## src/rtl/ps2_key_filter.sv

```systemverilog
// ---------------------------------------------------------------------------
// ps2_key_filter
// Sits between the PS/2 receiver and the control FSM. It tracks make, break
// (F0) and extended (E0) prefixes, suppresses typematic repeats of the held
// key, and emits a one-cycle pulse for each new press of a key in KEY_TABLE.
// A separate one-cycle reset request is raised for RST_CODE.
//
// Ports
//   clk            in   system clock
//   reset          in   asynchronous, active-high reset
//   rx_done_tick_i in   one-cycle strobe: rx_data_i holds a new scancode byte
//   rx_data_i      in   [7:0] scancode byte
//   key_valid_o    out  one-cycle pulse: accepted key press
//   key_code_o     out  [7:0] accepted make code, 0 when key_valid_o=0
//   key_index_o    out  [3:0] table index of key_code_o, 0 when key_valid_o=0
//   rst_req_o      out  one-cycle pulse: RST_CODE make received
// ---------------------------------------------------------------------------
module ps2_key_filter #(
    parameter int unsigned           N_KEYS          = 6,
    parameter logic [8*N_KEYS-1:0]   KEY_TABLE       = {8'h21, 8'h6C, 8'h73, 8'h7A, 8'h72, 8'h70},
    parameter logic [7:0]            RST_CODE        = 8'h2D,
    parameter logic [7:0]            BRK_CODE        = 8'hF0,
    parameter logic [7:0]            EXT_CODE        = 8'hE0,
    parameter bit                    REPEAT_SUPPRESS = 1'b1,
    parameter int unsigned           TIMEOUT_CYC     = 2_000_000
) (
    input  logic       clk,
    input  logic       reset,
    input  logic       rx_done_tick_i,
    input  logic [7:0] rx_data_i,
    output logic       key_valid_o,
    output logic [7:0] key_code_o,
    output logic [3:0] key_index_o,
    output logic       rst_req_o
);

    // Timer only needs to reach TIMEOUT_CYC-1
    localparam int unsigned TMR_W = (TIMEOUT_CYC > 2) ? $clog2(TIMEOUT_CYC) : 1;
    localparam logic [TMR_W-1:0] TMR_LAST = TMR_W'(TIMEOUT_CYC - 1);

    typedef enum logic [1:0] {
        IDLE    = 2'd0,
        BRK     = 2'd1,
        EXT     = 2'd2,
        EXT_BRK = 2'd3
    } state_t;

    state_t           state_q, state_d;
    logic [TMR_W-1:0] timer_q, timer_d;
    logic             held_valid_q, held_valid_d;
    logic [7:0]       held_code_q, held_code_d;
    logic             key_valid_q, key_valid_d;
    logic [7:0]       key_code_q, key_code_d;
    logic [3:0]       key_index_q, key_index_d;
    logic             rst_req_q, rst_req_d;

    logic             match_hit_c;
    logic [3:0]       match_idx_c;

    // Table lookup; scanning downwards lets the lowest matching index win
    always_comb begin
        match_hit_c = 1'b0;
        match_idx_c = 4'd0;
        for (int i = int'(N_KEYS) - 1; i >= 0; i--) begin
            if (rx_data_i == KEY_TABLE[8*i +: 8]) begin
                match_hit_c = 1'b1;
                match_idx_c = 4'(i);
            end
        end
    end

    // State and output registers
    always_ff @(posedge clk or posedge reset) begin
        if (reset) begin
            state_q      <= IDLE;
            timer_q      <= '0;
            held_valid_q <= 1'b0;
            held_code_q  <= 8'h00;
            key_valid_q  <= 1'b0;
            key_code_q   <= 8'h00;
            key_index_q  <= 4'd0;
            rst_req_q    <= 1'b0;
        end else begin
            state_q      <= state_d;
            timer_q      <= timer_d;
            held_valid_q <= held_valid_d;
            held_code_q  <= held_code_d;
            key_valid_q  <= key_valid_d;
            key_code_q   <= key_code_d;
            key_index_q  <= key_index_d;
            rst_req_q    <= rst_req_d;
        end
    end

    // Next-state and output decode
    always_comb begin
        state_d      = state_q;
        held_valid_d = held_valid_q;
        held_code_d  = held_code_q;
        key_valid_d  = 1'b0;
        key_code_d   = 8'h00;
        key_index_d  = 4'd0;
        rst_req_d    = 1'b0;

        if (rx_done_tick_i) begin
            unique case (state_q)
                IDLE: begin
                    if (rx_data_i == BRK_CODE) begin
                        state_d = BRK;
                    end else if (rx_data_i == EXT_CODE) begin
                        state_d = EXT;
                    end else if (rx_data_i == RST_CODE) begin
                        // Reset key takes priority even if it also sits in the table
                        rst_req_d = 1'b1;
                    end else if (match_hit_c) begin
                        if (!(REPEAT_SUPPRESS && held_valid_q && (held_code_q == rx_data_i))) begin
                            key_valid_d  = 1'b1;
                            key_code_d   = rx_data_i;
                            key_index_d  = match_idx_c;
                            held_valid_d = 1'b1;
                            held_code_d  = rx_data_i;
                        end
                    end
                end
                BRK: begin
                    if (held_valid_q && (rx_data_i == held_code_q)) begin
                        held_valid_d = 1'b0;
                    end
                    state_d = IDLE;
                end
                EXT: begin
                    state_d = (rx_data_i == BRK_CODE) ? EXT_BRK : IDLE;
                end
                EXT_BRK: begin
                    state_d = IDLE;
                end
                default: begin
                    state_d = IDLE;
                end
            endcase
        end else if ((state_q != IDLE) && (timer_q == TMR_LAST)) begin
            // Stale prefix: abandon it without touching the held key
            state_d = IDLE;
        end

        // Timer restarts on every state change and stays cleared in IDLE
        if ((state_d == IDLE) || (state_d != state_q)) begin
            timer_d = '0;
        end else begin
            timer_d = timer_q + TMR_W'(1);
        end
    end

    assign key_valid_o = key_valid_q;
    assign key_code_o  = key_code_q;
    assign key_index_o = key_index_q;
    assign rst_req_o   = rst_req_q;

endmodule

```

## config.mk

```make
export PLATFORM = sky130hd
export DESIGN_NAME = ps2_key_filter
export DESIGN_NICKNAME = d
export VERILOG_FILES = /design/src/rtl/ps2_key_filter.sv
export SDC_FILE = /design/constraint.sdc
export NUM_CORES = 1
export LEC_CHECK = 0
export CAP_MARGIN = 5
export CORE_MARGIN = 1.5
export CORE_UTILIZATION = 40
export DETAILED_ROUTE_END_ITERATION = 16
export PLACE_DENSITY = 0.67
export SETUP_SLACK_MARGIN = 0.2
export SYNTH_ARGS = -nofsm -noshare
export SYNTH_HDL_FRONTEND = slang
export SYNTH_SLANG_ARGS = --single-unit
```

## constraint.sdc

```tcl
create_clock -name clk -period 2.1 [get_ports clk]
set_input_delay 0.42 -clock clk [delete_from_list [all_inputs] [get_ports clk]]
set_output_delay 0.42 -clock clk [all_outputs]
set_load 0.01 [all_outputs]
```

; ---- After elaboration in Yosys (flattened, before gate mapping)
; Index checks and enable logic that the tools add are counted.
[op_classes]
n_addsub = 1
n_eq_ne = 22
n_reduce_logical = 11
bitwise_logic = 4
muxes = 52
[op_table]
columns = operator, n
row1 = 2-to-1 mux 8 bit, 7
row2 = 2-to-1 mux 4 bit, 12
row3 = "== test 8 x 7 -> 1 bit, second input constant", 5
row4 = 2-to-1 mux 1 bit, 24
row5 = "adder 21 x 1 -> 21 bit, second input constant", 1
row6 = "== test 21 bit, second input constant", 1
row7 = 2-to-1 mux 21 bit, 1
row8 = "== test 8 x 6 -> 1 bit, second input constant", 2
row9 = == test 8 bit, 2
row10 = "== test 8 bit, second input constant", 2
row11 = "inequality test 2 bit, second input constant", 6
row12 = 2-to-1 mux 2 bit, 5
row13 = AND reduction 8 bit, 1
row14 = AND reduction 7 bit, 1
row15 = one-hot mux 2 bit (3 select lines), 1
row16 = "== test 2 bit, second input constant", 2
row17 = zero test 2 bit, 2
row18 = NOT 1 bit, 4
row19 = nonzero test 2 bit, 2
row20 = logical AND 1 bit, 3
row21 = 2-to-1 mux 3 bit, 1
row22 = "== test 2 x 1 -> 1 bit, second input constant", 1
row23 = inequality test 2 bit, 1
row24 = one-hot mux 1 bit (2 select lines), 1
row25 = 2 further kinds, 2
[totals]
regBits = 46
elab_cells = 98

; ---- Depth between registers and ports, before layout
[depth]
word_depth = 14
ltp_mapped = 7
mapped_depth_nobuf = 5

; ---- Worst setup path before layout
; Ideal clock, no wire load.
[synth_path]
kind = input to register
from = in rx_data_i[0]
to = reg held_code_q[0]
arrival_time_ns = 2.097
path_slack_ns = -0.122
stages = 6
path_cell_list = buf_4 > or4b_1 > or4_4 > a21oi_2 > nand3_4 > mux2_2
[synth_between]
elab_chain_cells = 8
[synth_lines]
columns = item, line_no
row1 = "start, declared", 30  ; input logic [7:0] rx_data_i,
row2 = == test 8 x 6 -> 1 bit, 65  ; if (rx_data_i == KEY_TABLE[8*i +: 8]) begin
row3 = 2-to-1 mux 1 bit (6 in a row), 65
row4 = AND reduction 7 bit (no line), --
row5 = "end signal, assigned", 87  ; held_code_q <= held_code_d;
row6 = "end, declared", 51  ; logic [7:0] held_code_q, held_code_d;
; Parallel ways exist; a longest one is shown, timed or not.
; A chain may end at the register's enable or synchronous reset.

; ---- Worst setup path in the final report
[layout_path]
from = in rx_data_i[1]
to = reg held_code_q[1]
; The elaborated chain is that of the path after synthesis.

==> out/metrics.cfg <==
[route]
dr.first_iter.drc_count = 99
drt-pass1-iter-count = 4
vias_per_cell = 4.85
drtAntennaViolNets = 0
routedWlPerCell_um = 13.1
wl_um = 4430
vias = 1633
drc = 0

[clock_network]
clock_path_buffers = 2
cts_tree = built
numCtsBuffers = 5
insertion_delay_ps = 290
htree_levels = 2
path_clk_slew_ps = 80
root_buffer = clkbuf_8
clock-sinks = 45

[job]
maxCapViolations = 0

[synth]
avgSynthCellArea_um2 = 10.3
ys.warnings.count = 0
synth.distinct_cells = 37
synth_top_family_by_area = simple AND/OR/NAND/NOR gates
netlist_instances = 207
synth-seq-cells = 45
synth_edf_count = 0
synthAdderAreaFrac_pct = 1.06
synth_ff_type = dfrtp_1
synthesis.area_um2 = 2130
yosys.area_share.simple_pct = 23.2
synth-async-reset-ratio_pct = 100
synth-compound-area-share_pct = 3.99
muxShareOfSynthArea_pct = 3.17
synth-seq-area-share_pct = 52.8
synthXorXnorAreaFrac_pct = 11.9

[grt]
grt_pass1_wl_um = 7450
grt_overflow = 0
grt_max_degree = 46
grt_pass1_vias = 1652
antenna_found_initial = 0
grtUsageTotal_pct = 16.0

[floorplanning]
ios = 25
dieArea_um2 = 5770
initial_utilization_pct = 41.7
rows = 26
core-area_um2 = 5110
die_w_um = 76.0
chipHeight_um = 76.0

[sta]
timing.fmax_ghz = 0.465
fin_ws_ps = -51.5
maxSlewViolCount = 0
min_period_ps = 2150
rsz0062_at_grt = true
period_share_pct = 102
hold_viol = 0
setup_violations = 5
fin_skew_ps = 6.95
final.setup.tns_ps = -165

[power]
seqPwrFrac_pct = 55.7
power_density_nw_per_um2 = 554
p_leak_nw = 1.30
ir_drop_mv = 0.253
power.internal_mw = 1.22
p_sw_share_pct = 24.9
p_switching_mw = 0.406
clkPwrFrac_pct = 33.0
share_comb_of_total_power_pct = 11.3

[critical_path]
worstPathArrival_ps = 2330
endpoint_kind = flop
critPathMaxFanout = 5
reg2reg_depth = 5
r2r_end = held_code_q[6]
setup.worst_path.class = input pin to flop
r2r_start = held_code_q[5]
r2r_slack_ps = 230
start_kind = input pin
crit_required_ps = 2280

[min_path]
hp-class = input pin to asynchronous set/reset pin

[finish]
design_area_um2 = 2940
fin_nets = 278
final_util_pct = 57.5
fillerInstances = 438
drive_gt1_share_pct = 29.6
final_cells = 337
multiInputGateArea_um2 = 1060
antenna_cells = 0
area_delta_synth_final_pct = 37.8
seq_area_um2 = 1130

[run_status]
violations = negative setup slack
status = complete, but fails checks

[placed_design]
place_area_um2 = 2670
place_ws_ps = -618
dpl.cell_count = 323
post-dp-hpwl_um = 3000
gp_congestion = 0.810
port_buffers = 23

## power groups by stage
stage | combinational, mW | clock, mW | sequential [mW]
after floorplan | 0.0902 | 0 | 0.921
after global placement | 0.165 | 0 | 0.923
after detailed placement | 0.167 | 0 | 0.924
after CTS | 0.175 | 0.565 | 0.907
after global routing | 0.202 | 0.603 | 0.911
final | 0.184 | 0.537 | 0.907
## layer usage
metal,GRT usage [%],wire length (µm),vias up
met3,3.83,163,6
met1,20.1,1940,783
met5,0,0,-
li1,-,-,810
met4,5.00,45,0
met2,27.5,2270,34
## what timing repair did
item | in CTS | in global routing
resized for setup | 26 | 26
gates cloned | 1 | 0
setup endpoints to repair | 42 | 23
pin swaps | 9 | 7
hold buffers | 0 | 0
setup buffers | 2 | 3
## cell type report
| type | instances | share of cell area [%] |
|---|---|---|
| Clock buffer | 5 | 2.34 |
| Clock inverter | 3 | 0.724 |
| Inverter | 12 | 1.53 |
| Multi-Input combinational cell | 146 | 36.2 |
| Sequential cell | 45 | 38.3 |
| Tap cell | 70 | 2.98 |
| Timing Repair Buffer | 56 | 17.9 |
## how the worst max path moves through the flow
stage,startpoint,to,cells after the start
after detailed placement,rx_data_i[1],held_code_q[1],6
final,rx_data_i[1],held_code_q[1],7
after CTS,rx_data_i[1],held_code_q[1],6
after global routing,rx_data_i[1],held_code_q[1],7
after global placement,rx_data_i[1],held_code_q[1],6
after floorplan,rx_data_i[0],held_code_q[1],6
## flip-flops by register name, indices dropped and copies added (netlist names)
register	count
key_index_o	3
held_code_q	8
timer_q	21
held_valid_q	1
rst_req_o	1
key_valid_o	1
key_code_o	8
state_q	2
## metrics by stage
| step | power (mW) | hold slack, ps |
|---|---|---|
| 2_1_floorplan | 1.01 | 454 |
| 3_3_place_gp | 1.09 | 482 |
| 3_5_place_dp | 1.09 | 486 |
| 4_1_cts | 1.65 | 474 |
| 5_1_grt | 1.72 | 473 |
| 6_report | 1.63 | 470 |
## layout by cell type, fill, tap and decap left out, types with 2 or more instances in the layout
cell type,instances
nand3_2,2
buf_4,25
o21ai_0,2
nor2_4,3
inv_1,9
and4_1,2
clkbuf_8,5
xnor2_1,14
nor3_1,5
and3_1,4
inv_2,3
buf_12,2
dfrtp_1,45
nand2b_1,5
nor2_2,3
or2_2,2
o31ai_1,2
buf_2,2
a41oi_2,2
xor2_1,15
mux2_2,4
nor4_2,2
nand3_1,11
conb_1,2
clkdlybuf4s50_1,15
buf_6,8
nor4_1,5
dlymetal6s2s_1,3
mux2_4,2
nor2_1,26
nand2_1,11
or4b_4,2
## synth_stat cells (2+ instances only)
| library cell | n | area [µm²] |
|---|---|---|
| a41oi_1 | 2 | 17.5 |
| and2_1 | 2 | 12.5 |
| and3_1 | 4 | 25.0 |
| and4_1 | 2 | 17.5 |
| buf_2 | 2 | 10.0 |
| buf_4 | 2 | 15.0 |
| clkbuf_1 | 2 | 7.51 |
| dfrtp_1 | 45 | 1130 |
| inv_1 | 12 | 45.0 |
| mux2_2 | 6 | 67.6 |
| nand2_1 | 12 | 45.0 |
| nand2b_1 | 6 | 37.5 |
| nand3_1 | 12 | 60.1 |
| nor2_1 | 32 | 120 |
| nor3_1 | 6 | 30.0 |
| nor4_1 | 8 | 50.1 |
| o21ai_0 | 2 | 10.0 |
| o31ai_1 | 2 | 15.0 |
| or2_2 | 2 | 12.5 |
| or3_1 | 2 | 12.5 |
| xnor2_1 | 14 | 123 |
| xor2_1 | 15 | 131 |
## critical path: stages
cell,delay (ps)
buf_6,90
or4b_4,520
or4_4,470
o211ai_1,190
buf_4,190
nand3_4,120
mux2_4,330
## kinds of logic after synthesis
logic type | after synthesis
flops | 45
buf+inv | 18
other cells | 1
fa+ha+maj | 2
simple gates | 95
mux | 6
compound gates | 11
xor+xnor | 29
(Power assumes the default switching activity.)
